### src/rtl/median_ctrl_sampler.sv
// median_ctrl_sampler: pops one control-token set from the four stage FIFOs (or injects defaults)
// and holds it for the next median stage, handshaking via control_sampled/filling.
module median_ctrl_sampler #(
   parameter int                       BUFF_SIZE_BIT = 16,
   parameter logic [BUFF_SIZE_BIT-1:0] BUFF_SIZE     = BUFF_SIZE_BIT'(1024),
   parameter logic [BUFF_SIZE_BIT-1:0] MEDIAN_POS    = BUFF_SIZE_BIT'(512),
   parameter logic [7:0]               DEFAULT_PIVOT = 8'd127,
   parameter bit                       FIRST_STAGE   = 1'b0
) (
   input  logic                     clock,
   input  logic                     reset,
   input  logic [7:0]               in_pivot,
   input  logic                     in_pivot_empty,
   output logic                     in_pivot_rd,
   input  logic [BUFF_SIZE_BIT-1:0] in_buff_size,
   input  logic                     in_buff_size_empty,
   output logic                     in_buff_size_rd,
   input  logic [BUFF_SIZE_BIT-1:0] in_median_pos,
   input  logic                     in_median_pos_empty,
   output logic                     in_median_pos_rd,
   input  logic [7:0]               in_second_median_value,
   input  logic                     in_second_median_value_empty,
   output logic                     in_second_median_value_rd,
   input  logic                     filling,
   output logic [7:0]               pivot_samp,
   output logic [BUFF_SIZE_BIT-1:0] buff_size_samp,
   output logic [BUFF_SIZE_BIT-1:0] median_pos_samp,
   output logic [7:0]               second_median_value_samp,
   output logic                     control_sampled,
   output logic [15:0]              set_count,
   output logic                     token_error
);
   typedef enum logic [1:0] {IDLE, HOLD, BUSY} state_t;
   state_t                   state_q, state_d;
   logic [7:0]               pivot_q, pivot_d, second_q, second_d, piv_n, sec_n;
   logic [BUFF_SIZE_BIT-1:0] bs_q, bs_d, mp_q, mp_d, bs_n, mp_n;
   logic [15:0]              cnt_q, cnt_d;
   logic                     err_q, err_d, avail, load, pop;
   always_comb begin
      avail   = ~(in_pivot_empty | in_buff_size_empty | in_median_pos_empty | in_second_median_value_empty);
      load    = (state_q == IDLE) && (FIRST_STAGE || avail);
      // the pop is gated by reset so a reset cycle never drains a FIFO word
      pop     = !FIRST_STAGE && !reset && (state_q == IDLE) && avail;
      piv_n   = FIRST_STAGE ? DEFAULT_PIVOT : in_pivot;
      bs_n    = FIRST_STAGE ? BUFF_SIZE : in_buff_size;
      mp_n    = FIRST_STAGE ? MEDIAN_POS : in_median_pos;
      sec_n   = FIRST_STAGE ? 8'd0 : in_second_median_value;
      state_d  = state_q;
      pivot_d  = pivot_q;
      bs_d     = bs_q;
      mp_d     = mp_q;
      second_d = second_q;
      cnt_d    = cnt_q;
      err_d    = err_q;
      case (state_q)
         IDLE: if (load) begin
            state_d  = HOLD;
            pivot_d  = piv_n;
            bs_d     = bs_n;
            mp_d     = mp_n;
            second_d = sec_n;
            cnt_d    = cnt_q + 16'd1;
            err_d    = err_q || (bs_n == '0) || (mp_n >= bs_n);
         end
         HOLD:    state_d = filling ? BUSY : HOLD;
         BUSY:    state_d = filling ? BUSY : IDLE;
         default: state_d = IDLE;
      endcase
   end
   always_ff @(posedge clock) begin
      if (reset) begin
         state_q  <= IDLE;
         pivot_q  <= '0;
         bs_q     <= '0;
         mp_q     <= '0;
         second_q <= '0;
         cnt_q    <= '0;
         err_q    <= 1'b0;
      end else begin
         state_q  <= state_d;
         pivot_q  <= pivot_d;
         bs_q     <= bs_d;
         mp_q     <= mp_d;
         second_q <= second_d;
         cnt_q    <= cnt_d;
         err_q    <= err_d;
      end
   end
   assign in_pivot_rd               = pop;
   assign in_buff_size_rd           = pop;
   assign in_median_pos_rd          = pop;
   assign in_second_median_value_rd = pop;
   assign pivot_samp                = pivot_q;
   assign buff_size_samp            = bs_q;
   assign median_pos_samp           = mp_q;
   assign second_median_value_samp  = second_q;
   assign control_sampled           = (state_q == HOLD);
   assign set_count                 = cnt_q;
   assign token_error               = err_q;
endmodule

### config.mk
export PLATFORM = sky130hd
export DESIGN_NAME = median_ctrl_sampler
export DESIGN_NICKNAME = d
export VERILOG_FILES = /design/src/rtl/median_ctrl_sampler.sv
export SDC_FILE = /design/constraint.sdc
export NUM_CORES = 1
export LEC_CHECK = 0
export ABC_CLOCK_PERIOD_IN_PS = 1600
export CAP_MARGIN = 40
export CORE_UTILIZATION = 38
export DETAILED_ROUTE_END_ITERATION = 7
export GPL_ROUTABILITY_DRIVEN = 0
export PLACE_DENSITY = 0.84
export SKIP_CTS_REPAIR_TIMING = 1
export SLEW_MARGIN = 10
export SYNTH_ARGS = -nofsm -noshare
export SYNTH_HDL_FRONTEND = slang
export SYNTH_SLANG_ARGS = --single-unit
### constraint.sdc
create_clock -name clock -period 1.6 [get_ports clock]
set_input_delay 0.32 -clock clock [delete_from_list [all_inputs] [get_ports clock]]
set_output_delay 0.32 -clock clock [all_outputs]
set_load 0.05 [all_outputs]
==> results summary <==
The worst reg-to-reg path cell count came out at 7. The total clock sinks is 67. The global-route met3 utilization came out at 6.19%. The start-to-end type of the worst setup path is input pin to register.

The tightest min-delay check is of the input pin to register type. In this run the horizontal extent of the chip is 89.5 um. The global-route met1 utilization is 24.4%. The final max-slew violation count came out at 0.

The cell area after synthesis came out at 2910 um^2. The final period demand of the worst path came out at 1840 ps. The cell sitting at the root of the clock tree is a clkbuf_8. The first global-routing pass estimated 13200 um of wire. The total overflow left after global routing is 0. The top-area cell type share of the netlist area came out at 46.1%.

The setup slack of the critical path after layout is -238 ps. The count of mapped cells out of synthesis is 363. Synthesis instantiated 32 different standard cells from the library. Pin placement for this block handled 125 I/O pins. The number of fill cells came out at 583. The number of enable flip-flop cells after synthesis is 0. Clock-pin slew was measured on the worst setup and hold paths at 70 ps. The count of endpoints failing setup in the final report came out at 6.

TritonCTS built the clock tree. The largest total area in the synthesized netlist belongs to dfxtp_1. The element type at the critical path start is an input pin. The measured slew at the worst slew-check pin came out at 516 ps. The synthesized area divided by synthesized cell count came out at 8.01 um^2. In this run the critical register-to-register path is captured at set_count[14]$_SDFFE_PP0P_.

The startpoint identified for the worst register-to-register timing path is state_q[1]$_SDFFE_PP0P_. The final total power is 0.00389 W. The number of buffers added by the clock tree synthesis step came out at 9. The routed wire length is 8910 um. The share of synthesized registers carrying an async set or reset is 0%. The peak ir drop on the vdd network came out at 464 uV. The areal power density over the cells came out at 796 nW/um^2. The layer flagged by global routing as most heavily used is met2. The routed length per instance came out at 14.5 um. Walking the worst path, the cells encountered are clkdlybuf4s50_1 > inv_1 > ha_4 > nand2_1 > or3_1 > o221ai_1 > a211o_1 > a22o_1. The floorplan step set the die height to 89.5 um. The final sum of negative setup slack came out at -1090 ps.

The core box area is 7330 um^2. After synthesis, flip-flops and latches occupy 46.1% of the total area. The number of global-route vias before repair came out at 2905.

The number of buffers and inverters on the critical path came out at 2. The all-layer global routing usage came out at 21.5%. The area of the die is 8010 um^2. The dominant cell by count in the synthesized netlist is nand2_1. The flow ran to the end, but the final reports show violations. The site row count came out at 31. Setup repair after global routing could not meet its margin everywhere. The number of nets in the layout came out at 583. The relative slew slack is 65.6%. The number of detailed-routing iterations run before antenna repair came out at 4. Counting flops and latches in the post-synthesis netlist gives 67.

The most used flip-flop cell after synthesis is dfxtp_1. The ratio of cells with drive above 1 in the final layout is 27.9%. Along the worst path, the maximum fanout reaches 2. The routed layout has 3094 vias. After detailed routing, the number of vias per cell comes to 5.03. Sorting the synthesized cells by area gives the leading types as dfxtp_1 (46%), nand2_1 (14%), a21oi_1 (10%), ha_1 (7.3%), inv_1 (2.5%).

The checks that failed: setup timing. The number of port buffers came out at 124. The final design utilization came out at 66.6%. The total DRC errors in the routed layout is 0.

STA puts the critical path data arrival time at 2120 ps. The final clock skew came out at 8.12 ps. The worst hold path terminates at median_pos_samp[0]$_SDFFE_PP0P_. The number of buffers between clock root and the deepest sink came out at 2.

STA puts the critical path data required time at 1880 ps. The number of warnings issued by yosys came out at 0. The count of inserted antenna diode cells came out at 0. The area growth from synthesis to layout is 68.0%. The global routing met2 resource utilization came out at 37.2%. The commonest cells after synthesis are nand2_1 (105), dfxtp_1 (67), a21oi_1 (58). The register-to-register setup slack came out at -10 ps. The largest delay contributor family on the critical path is buffers and inverters. The HPWL after detailed placement is 6370 um. The max capacitance violation total came out at 0. The period utilization came out at 115%.

The number of nets with antenna violations after detailed routing came out at 0. The number of antenna violations at the first check in global routing was 0. Hold is met by 272 ps. The starting density of the core is 39.7%. The worst setup path is captured at a register. In this design, the stage delay of the slowest critical-path cell is 510 ps. The number of hold violations in the final report is 0. The pin count of the biggest net entering global routing came out at 51. The largest individual stage delay along the critical path comes from the cell clkdlybuf4s50_1. The top achievable clock speed came out at 544 MHz.

The number of DRC markers after the initial detailed-route iteration is 135. In this run the most critical hold path is launched from in_median_pos[0]. The clock latency on the worst-skew pair is 340 ps.

Counting every net in the synthesized netlist gives 435. The number of instances on the worst hold path is 3. The analysis attributes to cell leakage a power of 2.13 nW. The H-tree depth is 3.
-- stage by stage --
| stage | std cells | setup WS [ps] | cell area, um^2 |
|---|---|---|---|
| 3_5_place_dp | 594 | -668 | 4510 |
| 3_3_place_gp | 594 | -581 | 4510 |
| 4_1_cts | 610 | -368 | 4730 |
| 6_report | 615 | -238 | 4880 |
| 2_1_floorplan | 363 | -162 | 2950 |
| 5_1_grt | 615 | -284 | 4880 |
-- logic make-up after synthesis --
kind of cell / count (synthesis) / synth area share (%)
simple gates: 155 / 23.8
xor+xnor: 12 / 3.61
buf+inv: 40 / 5.89
fa+ha+maj: 17 / 7.31
compound gates: 72 / 13.3
flops: 67 / 46.1
-- placed cells by master, fill, tap and decap left out, types with 4 or more instances in the layout --
cell type	count
a21oi_1	58
and3_1	5
buf_12	21
buf_4	81
clkbuf_8	11
clkdlybuf4s50_1	46
dfxtp_1	59
dfxtp_2	7
dlymetal6s2s_1	7
ha_1	14
inv_1	18
nand2_1	104
nand3_1	5
nor2_1	14
nor3_4	4
nor4_1	4
o21ai_0	6
or3_1	5
xnor2_1	8
xor2_1	4
-- worst register-to-register path: stages (launching register included) --
cell and delay [ps]:
dfxtp_4 360, nor4_4 300, buf_4 210, nand4_4 130
buf_6 160, nor3_4 140, xnor2_1 140, nor2_1 60
-- layout make-up --
class / count / area (um^2) / share of cell area, %
Multi-Input combinational cell: 256 / 1500 / 30.8
Clock buffer: 12 / 155 / 3.18
Timing Repair Buffer: 158 / 1600 / 32.8
Tap cell: 99 / 124 / 2.54
Clock inverter: 4 / 72.6 / 1.49
Sequential cell: 67 / 1350 / 27.7
Inverter: 19 / 71.3 / 1.46
-- worst max path at each step --
| stage | startpoint | end | slack (ps) | cells after the start |
|---|---|---|---|---|
| final | in_buff_size[5] | token_error$_SDFFE_PP0P_ | -240 | 8 |
| after global routing | in_buff_size[5] | token_error$_SDFFE_PP0P_ | -280 | 8 |
| after CTS | in_buff_size[1] | token_error$_SDFFE_PP0P_ | -370 | 8 |
| after detailed placement | in_buff_size[1] | token_error$_SDFFE_PP0P_ | -670 | 8 |
| after global placement | in_buff_size[2] | token_error$_SDFFE_PP0P_ | -580 | 8 |
| after floorplan | in_pivot_empty | in_median_pos_rd | -160 | 4 |
-- flip-flops by register name, indices dropped and copies added, names as in the netlist --
signal / cells
set_count: 16
median_pos_samp: 16
token_error: 1
buff_size_samp: 16
second_median_value_samp: 8
state_q: 2
pivot_samp: 8
-- routing by layer --
metal / vias to the layer above / part of all wire, %
met1: 1421 / 40
met2: 145 / 48
li1: 1501 / -
met4: 0 / 3.2
met3: 27 / 8.4
met5: - / 0
-- report_power, final --
part           internal [W]  switching (W)
Clock              0.000961       0.000632
Sequential          0.00169      0.0000175
Combinational      0.000277       0.000307
(Power assumes the default switching activity.)
